`src/rtl/fixed_point_pkg.sv`:
```
// Signed fixed-point type shared by the perceptron stage and its sequencer.
// sfp is Q8.8 two's complement; int_to_sfp converts a whole number.
package FixedPoint;

  localparam int SFP_W    = 16;
  localparam int SFP_FRAC = 8;

  typedef logic signed [SFP_W-1:0] sfp;

  function automatic sfp int_to_sfp(input int v);
    return sfp'(v <<< SFP_FRAC);
  endfunction

endpackage

```
`src/rtl/perceptron_seq_pkg.sv`:
```
// Shared types for the perceptron training sequencer: FSM states and the
// stored sample record. SEQ_INPUT_UNITS fixes the sample width and must
// equal the sequencer's INPUT_UNITS parameter.
package perceptron_seq_pkg;

  import FixedPoint::*;

  localparam int SEQ_INPUT_UNITS = 2;

  typedef enum logic [2:0] {
    IDLE   = 3'd0,
    TRAIN  = 3'd1,
    EVAL   = 3'd2,
    NEXT   = 3'd3,
    FINISH = 3'd4
  } seq_state_e;

  typedef struct packed {
    sfp [SEQ_INPUT_UNITS-1:0] values;
    sfp                       expected;
  } sample_t;

endpackage

```
`src/rtl/perceptron_sample_store.sv`:
```
// Dataset register file: MAX_SAMPLES labelled samples, cleared by reset,
// one synchronous write port and one combinational read port.
module perceptron_sample_store
  import perceptron_seq_pkg::*;
#(
  parameter int MAX_SAMPLES = 8,
  parameter int AW          = $clog2(MAX_SAMPLES)
) (
  input  logic          clk,
  input  logic          rst,
  input  logic          wr_en,
  input  logic [AW-1:0] wr_addr,
  input  sample_t       wr_data,
  input  logic [AW-1:0] rd_addr,
  output sample_t       rd_data
);

  sample_t mem_r [MAX_SAMPLES];

  // Storage: wiped on reset, otherwise written one entry at a time.
  always_ff @(posedge clk or posedge rst) begin
    if (rst) begin
      for (int i = 0; i < MAX_SAMPLES; i++) begin
        mem_r[i] <= '0;
      end
    end else if (wr_en) begin
      mem_r[wr_addr] <= wr_data;
    end
  end

  assign rd_data = mem_r[rd_addr];

endmodule

```
`src/rtl/perceptron_train_sequencer.sv`:
```
// Perceptron training sequencer. Streams the stored dataset to the
// perceptron once in training mode and once in evaluation mode per epoch,
// scoring the evaluation pass.
//
// Optional build macro PERCEPTRON_EARLY_STOP_EN: stop the run after the
// first epoch whose evaluation pass scores every sample correct.
//
// Timing (N samples, E epochs run): each epoch costs N*(TRAIN_HOLD +
// PRED_LATENCY + 1) cycles plus one NEXT cycle. Counting the start cycle
// as cycle 0, done is high in cycle E*(N*(TRAIN_HOLD+PRED_LATENCY+1)+1)+2;
// the extra two cycles are the FINISH state and the registered done.
// A zero-length run therefore shows done in cycle 2.
module perceptron_train_sequencer
  import FixedPoint::*;
  import perceptron_seq_pkg::*;
#(
  parameter int INPUT_UNITS  = SEQ_INPUT_UNITS,
  parameter int MAX_SAMPLES  = 8,
  parameter int TRAIN_HOLD   = 2,
  parameter int PRED_LATENCY = 1,
  parameter int EPOCH_W      = 8
) (
  input  logic                             clk,
  input  logic                             rst,
  input  logic                             wr_en,
  input  logic [$clog2(MAX_SAMPLES)-1:0]   wr_addr,
  input  sfp                               wr_values [INPUT_UNITS],
  input  sfp                               wr_expected,
  input  logic [$clog2(MAX_SAMPLES+1)-1:0] num_samples,
  input  logic [EPOCH_W-1:0]               max_epochs,
  input  sfp                               lr_cfg,
  input  logic                             start,
  input  sfp                               prediction,
  output sfp                               values [INPUT_UNITS],
  output sfp                               expected,
  output logic                             training,
  output sfp                               learning_rate,
  output logic                             busy,
  output logic                             done,
  output logic [EPOCH_W-1:0]               epoch,
  output logic [$clog2(MAX_SAMPLES+1)-1:0] correct_count,
  output logic                             all_correct
);

  localparam int AW       = $clog2(MAX_SAMPLES);
  localparam int CW       = $clog2(MAX_SAMPLES+1);
  localparam int HOLD_MAX = (TRAIN_HOLD > PRED_LATENCY + 1) ? TRAIN_HOLD : PRED_LATENCY + 1;
  localparam int HW       = $clog2(HOLD_MAX + 1);

  localparam logic [HW-1:0] TRAIN_LAST = HW'(TRAIN_HOLD - 1);
  localparam logic [HW-1:0] EVAL_LAST  = HW'(PRED_LATENCY);

  // Control state
  seq_state_e         state_r, state_nx_s;
  logic [CW-1:0]      idx_r, idx_nx_s;
  logic [HW-1:0]      hold_r, hold_nx_s;
  logic [CW-1:0]      tally_r, tally_nx_s;
  logic [EPOCH_W-1:0] epoch_r, epoch_nx_s;
  logic [CW-1:0]      num_r;
  logic [EPOCH_W-1:0] maxep_r;
  sfp                 lr_r;
  logic               latch_s;
  logic               eval_done_s;

  // Registered outputs
  sfp                 values_r [INPUT_UNITS];
  sfp                 expected_r;
  logic               training_r;
  logic               busy_r;
  logic               done_r;
  logic [CW-1:0]      correct_count_r;
  logic               all_correct_r;

  // Derived terms
  logic [CW-1:0]      num_clamp_s;
  logic [CW-1:0]      last_idx_s;
  logic [EPOCH_W-1:0] epoch_inc_s;
  logic               zero_run_s;
  logic               match_s;
  logic               stop_s;
  logic               store_wr_en_s;
  sample_t            wr_sample_s;
  sample_t            rd_sample_s;

  assign num_clamp_s = (num_samples > CW'(MAX_SAMPLES)) ? CW'(MAX_SAMPLES) : num_samples;
  assign zero_run_s  = (num_samples == CW'(0)) || (max_epochs == EPOCH_W'(0));
  assign last_idx_s  = num_r - CW'(1);
  assign epoch_inc_s = epoch_r + EPOCH_W'(1);
  assign match_s     = (prediction == expected_r);

`ifdef PERCEPTRON_EARLY_STOP_EN
  assign stop_s = (epoch_inc_s == maxep_r) || all_correct_r;
`else
  assign stop_s = (epoch_inc_s == maxep_r);
`endif

  // Writes are only taken in IDLE; a write coinciding with start is dropped
  // so the first presented sample can never be a stale read.
  assign store_wr_en_s = wr_en && (state_r == IDLE) && !start;

  // Pack the write-port sample record.
  always_comb begin
    wr_sample_s = '0;
    for (int k = 0; k < INPUT_UNITS; k++) begin
      wr_sample_s.values[k] = wr_values[k];
    end
    wr_sample_s.expected = wr_expected;
  end

  perceptron_sample_store #(
    .MAX_SAMPLES (MAX_SAMPLES),
    .AW          (AW)
  ) u_store (
    .clk     (clk),
    .rst     (rst),
    .wr_en   (store_wr_en_s),
    .wr_addr (wr_addr),
    .wr_data (wr_sample_s),
    .rd_addr (idx_nx_s[AW-1:0]),
    .rd_data (rd_sample_s)
  );

  // Next-state, sample index, hold counter, tally and epoch sequencing.
  always_comb begin
    state_nx_s  = state_r;
    idx_nx_s    = idx_r;
    hold_nx_s   = hold_r;
    tally_nx_s  = tally_r;
    epoch_nx_s  = epoch_r;
    latch_s     = 1'b0;
    eval_done_s = 1'b0;
    case (state_r)
      IDLE: begin
        if (start) begin
          latch_s    = 1'b1;
          idx_nx_s   = CW'(0);
          hold_nx_s  = HW'(0);
          tally_nx_s = CW'(0);
          epoch_nx_s = EPOCH_W'(0);
          if (zero_run_s) begin
            state_nx_s = FINISH;
          end else begin
            state_nx_s = TRAIN;
          end
        end else begin
          state_nx_s = IDLE;
        end
      end
      TRAIN: begin
        if (hold_r == TRAIN_LAST) begin
          hold_nx_s = HW'(0);
          if (idx_r == last_idx_s) begin
            idx_nx_s   = CW'(0);
            tally_nx_s = CW'(0);
            state_nx_s = EVAL;
          end else begin
            idx_nx_s = idx_r + CW'(1);
          end
        end else begin
          hold_nx_s = hold_r + HW'(1);
        end
      end
      EVAL: begin
        // The prediction for the presented sample is valid on the last hold cycle.
        if (hold_r == EVAL_LAST) begin
          hold_nx_s  = HW'(0);
          tally_nx_s = tally_r + (match_s ? CW'(1) : CW'(0));
          if (idx_r == last_idx_s) begin
            idx_nx_s    = CW'(0);
            eval_done_s = 1'b1;
            state_nx_s  = NEXT;
          end else begin
            idx_nx_s = idx_r + CW'(1);
          end
        end else begin
          hold_nx_s = hold_r + HW'(1);
        end
      end
      NEXT: begin
        epoch_nx_s = epoch_inc_s;
        idx_nx_s   = CW'(0);
        hold_nx_s  = HW'(0);
        if (stop_s) begin
          state_nx_s = FINISH;
        end else begin
          state_nx_s = TRAIN;
        end
      end
      FINISH: begin
        state_nx_s = IDLE;
      end
      default: begin
        state_nx_s = IDLE;
      end
    endcase
  end

  // Control registers and run configuration latched on start.
  always_ff @(posedge clk or posedge rst) begin
    if (rst) begin
      state_r <= IDLE;
      idx_r   <= CW'(0);
      hold_r  <= HW'(0);
      tally_r <= CW'(0);
      epoch_r <= EPOCH_W'(0);
      num_r   <= CW'(0);
      maxep_r <= EPOCH_W'(0);
      lr_r    <= sfp'(0);
    end else begin
      state_r <= state_nx_s;
      idx_r   <= idx_nx_s;
      hold_r  <= hold_nx_s;
      tally_r <= tally_nx_s;
      epoch_r <= epoch_nx_s;
      if (latch_s) begin
        num_r   <= num_clamp_s;
        maxep_r <= max_epochs;
        lr_r    <= lr_cfg;
      end
    end
  end

  // Output registers, loaded from the upcoming state so they line up with it.
  always_ff @(posedge clk or posedge rst) begin
    if (rst) begin
      for (int k = 0; k < INPUT_UNITS; k++) begin
        values_r[k] <= sfp'(0);
      end
      expected_r      <= sfp'(0);
      training_r      <= 1'b0;
      busy_r          <= 1'b0;
      done_r          <= 1'b0;
      correct_count_r <= CW'(0);
      all_correct_r   <= 1'b0;
    end else begin
      training_r <= (state_nx_s == TRAIN);
      busy_r     <= (state_nx_s != IDLE);
      done_r     <= (state_r == FINISH);
      if ((state_nx_s == TRAIN) || (state_nx_s == EVAL)) begin
        for (int k = 0; k < INPUT_UNITS; k++) begin
          values_r[k] <= rd_sample_s.values[k];
        end
        expected_r <= rd_sample_s.expected;
      end else if (state_nx_s != NEXT) begin
        for (int k = 0; k < INPUT_UNITS; k++) begin
          values_r[k] <= sfp'(0);
        end
        expected_r <= sfp'(0);
      end
      if (latch_s) begin
        correct_count_r <= CW'(0);
        all_correct_r   <= 1'b0;
      end else if (eval_done_s) begin
        correct_count_r <= tally_nx_s;
        all_correct_r   <= (tally_nx_s == num_r);
      end
    end
  end

  assign values        = values_r;
  assign expected      = expected_r;
  assign training      = training_r;
  assign learning_rate = lr_r;
  assign busy          = busy_r;
  assign done          = done_r;
  assign epoch         = epoch_r;
  assign correct_count = correct_count_r;
  assign all_correct   = all_correct_r;

endmodule

```
`config.mk`:
```
export PLATFORM = sky130hd
export DESIGN_NAME = perceptron_train_sequencer
export DESIGN_NICKNAME = d
export VERILOG_FILES = /design/src/rtl/fixed_point_pkg.sv /design/src/rtl/perceptron_seq_pkg.sv /design/src/rtl/perceptron_sample_store.sv /design/src/rtl/perceptron_train_sequencer.sv
export SDC_FILE = /design/constraint.sdc
export NUM_CORES = 1
export LEC_CHECK = 0
export ABC_AREA = 1
export ABC_CLOCK_PERIOD_IN_PS = 13400
export CAP_MARGIN = 5
export CORE_UTILIZATION = 33
export DETAILED_ROUTE_END_ITERATION = 12
export HOLD_SLACK_MARGIN = 0.02
export PLACE_DENSITY = 0.55
export SYNTH_ARGS = -nofsm -noshare
export SYNTH_HDL_FRONTEND = slang
export SYNTH_HIERARCHICAL = 1
export SYNTH_SLANG_ARGS = --single-unit
```
`constraint.sdc`:
```
create_clock -name clk -period 13.4 [get_ports clk]
set_input_delay 2.68 -clock clk [delete_from_list [all_inputs] [get_ports clk]]
set_output_delay 2.68 -clock clk [all_outputs]
set_load 0.02 [all_outputs]
```
==> impl_metrics.env <==
export IMPL_gr_usage_all_layers_pct=19.1
export IMPL_synth_edf_count=0
export IMPL_worstSetupPathType="in2reg"
export IMPL_clkLatencyLatePin_ps=640
export IMPL_cts_buffers=56
export IMPL_hold_buffers=0
export IMPL_vias_per_cell=4.58
export IMPL_cp_start_kind="primary input"
export IMPL_cts_sinks=489
export IMPL_cts_root_buf="clkbuf_16"
export IMPL_diodes=0
export IMPL_overflow=0
export IMPL_hold_viol_final=0
export IMPL_syn_num_nets=3271
export IMPL_clkPwrFrac_pct=21.9
export IMPL_endpoint_kind="flip-flop"
export IMPL_clkTransAtPathRegs_ps=60
export IMPL_synth_largest_area_cell="dfrtp_1"
export IMPL_dieWidth_um=271
export IMPL_dieHeight_um=271
export IMPL_arrival_ps=6190
export IMPL_crit_fanout=105
export IMPL_finalSetupViolCount=0
export IMPL_power_density_mw_per_mm2=260
export IMPL_die_area_mm2=0.0733
export IMPL_vias=19473
export IMPL_avgRoutedWirePerCell_um=16.3
export IMPL_synthFlopType="dfrtp_1"
export IMPL_synthAdderAreaFrac_pct=0.262
export IMPL_gp_congestion=0.771
export IMPL_final_setup_skew_ps=62.6
export IMPL_core_mm2=0.0715
export IMPL_met1_usage_pct=25.2
export IMPL_min_path_type="reg2reg"
export IMPL_combPwrFrac_pct=45.9
export IMPL_postCtsSetupBuffers=0
export IMPL_synth_top_cell_area_share_pct=51.3
export IMPL_synth_mux_area_share_pct=0
export IMPL_yosysSeqAreaShare_pct=51.3
export IMPL_timing_final_max_slew_violations=0
export IMPL_grt_max_degree=194
export IMPL_met2_usage_pct=33.2
export IMPL_final_cells=4250
export IMPL_final_common_cell="nand2_1"
export IMPL_yosys_top_cells_area="dfrtp_1 51%, nand2_1 20%, inv_1 7.5%"
export IMPL_antenna_left=0
export IMPL_met3_usage_pct=2.18
export IMPL_holdPathStages=2
export IMPL_switchingPower_mw=3.15
export IMPL_finalCriticalPeriod_ps=5720
export IMPL_drive_above_1_share_pct=5.42
export IMPL_final_cell_mix="1257 x nand2_1, 489 x dfrtp_1, 470 x inv_1"
export IMPL_status="complete, no violations"
export IMPL_dp_hpwl_mm=38.5
export IMPL_cts_resized=0
export IMPL_grt_most_used_layer="met2"
export IMPL_seqPwrFrac_pct=32.2
export IMPL_r2r_cells=17
export IMPL_period_share_pct=42.7
export IMPL_synth_cell_type_count=34
export IMPL_cts_tree="done"
export IMPL_drc_errors=0
export IMPL_rsz0062_at_grt="false"
export IMPL_fin_hold_ws_ps=470
export IMPL_sw_frac_of_total_pct=43.1
export IMPL_cts_buffer_depth=3
export IMPL_first_global_vias=18801
export IMPL_drt_pre_antenna_iters=6
export IMPL_crit_required_ps=13870
export IMPL_postSynth_asyncResetShare_pct=100
export IMPL_area_growth_pct=18.0
export IMPL_port_buffers=178
export IMPL_htreeDepth=2
export IMPL_synth_area_mm2=0.0238
export IMPL_drt_iter0_markers=1250
export IMPL_placed_area_mm2=0.0262
export IMPL_start_util_pct=33.3
export IMPL_relSlewSlack_pct=25.1
export IMPL_placed_cells=4145
export IMPL_syn_inst=3167
export IMPL_worst_slew_pin_transition_ps=1120
export IMPL_ys_warn_count=6
export IMPL_row_count=98
export IMPL_p_leak_nw=14.3
export IMPL_synth_top_family_by_area="simple AND/OR/NAND/NOR gates"
export IMPL_antenna_found_initial=0
export IMPL_ir_drop_mv=0.430
export IMPL_synthSimpleGateAreaFrac_pct=27.0
export IMPL_io_pins=179
export IMPL_grt_pass1_wl_mm=110
export IMPL_syn_area_per_cell_um2=7.53
export IMPL_wl_mm=69.3
export IMPL_cap_viol_max_count=0
export IMPL_finalSetupTns_ps=0
export IMPL_ys_ff_latch=489
export IMPL_fmax_mhz=175
export IMPL_synth_compound_area_share_pct=8.90
export IMPL_synth_xor_area_share_pct=0.882
export IMPL_stdcell_area_mm2=0.0281
export IMPL_p_int_mw=4.16
export IMPL_final_nets=3357
state kept, by name, summed over array words and instances, names as in the netlist:
signal	count
all_correct	1
busy	1
correct_count	4
done	1
epoch	8
expected	16
hold_r	2
idx_r	4
learning_rate	16
maxep_r	8
num_r	4
state_r	3
tally_r	4
training	1
u_store/mem_r	384
values	32
final timing paths:
kind	slack, ps	start	endpoint
worst max-delay path	7680	start	values[27]$_DFFE_PP0P_
worst min-delay path	470	learning_rate[4]$_DFFE_PP0P_	learning_rate[4]$_DFFE_PP0P_
worst max register to register	9210	num_r[0]$_DFFE_PP0P_	values[27]$_DFFE_PP0P_
worst min register to register	470	learning_rate[4]$_DFFE_PP0P_	learning_rate[4]$_DFFE_PP0P_
max in group asynchronous	9130	rst	u_store/mem_r[171]$_DFFE_PP0P_
min in group asynchronous	2710	rst	u_store/mem_r[135]$_DFFE_PP0P_
per-stage QoR:
step / power (mW) / worst slack, ps / util [%]
2_1_floorplan: 4.79 / 49.2 / -
3_3_place_gp: 5.72 / 7140 / 36.6
3_5_place_dp: 5.75 / 7090 / 36.6
4_1_cts: 7.39 / 7710 / 39.4
5_1_grt: 7.97 / 7430 / 39.4
6_report: 7.30 / 7680 / 39.4
metal layers:
metal	up-vias	part of all wire (%)
li1	9857	-
met1	9222	46
met2	319	49
met3	75	3.7
met4	0	1.7
met5	-	0
synth_stat cells (2+ instances only):
cell type and n:
o21bai_1 2, nand3_2 24, buf_6 24, inv_1 474, a21oi_1 7, inv_2 7
nand4_1 6, nand2_1 1263, nor2_1 21, clkbuf_1 65, buf_4 12, o21ai_1 77
nand3_1 239, nand3b_1 3, nand2_2 2, nor2_2 6, nor4_1 2, nor3_1 4
buf_1 11, o22ai_1 6, buf_2 63, o21ai_0 322, ha_1 5, xor2_1 4
dfrtp_1 489, or2_2 2, xnor2_1 20
logic make-up after synthesis:
kind of cell,Yosys count
DFF,489
and+or+nand+nor,1575
AOI/OAI and AO/OA,418
xor gates and xnor gates,24
buffers and inverters,656
adders and majority gates,5
power groups by stage:
stage	clock network [mW]	logic, mW	registers (mW)
finish	1.60	3.35	2.35
global placement	0	3.36	2.36
global route	1.70	3.85	2.42
detailed placement	0	3.38	2.37
CTS	1.64	3.40	2.35
floorplan	0	2.41	2.38
critical path, cell delays in order:
cell and delay [ps]:
clkdlybuf4s50_1 490, nor2_1 70, nor2_1 430, o32ai_4 230, inv_6 670, buf_4 910, nand2_1 140, nand3_1 130
nand2_1 70, nand2_1 60, nand2_1 80, nand3_2 70, nand2_1 60
final cells by class:
class | instances | area [µm²]
Tap cell | 950 | 1190
Multi-Input combinational cell | 2022 | 8940
Clock buffer | 82 | 1690
Sequential cell | 489 | 12200
Inverter | 481 | 1820
Timing Repair Buffer | 203 | 1980
Clock inverter | 23 | 283
Fill cell | 7490 | 43300
Power figures use the tool's default switching activity.
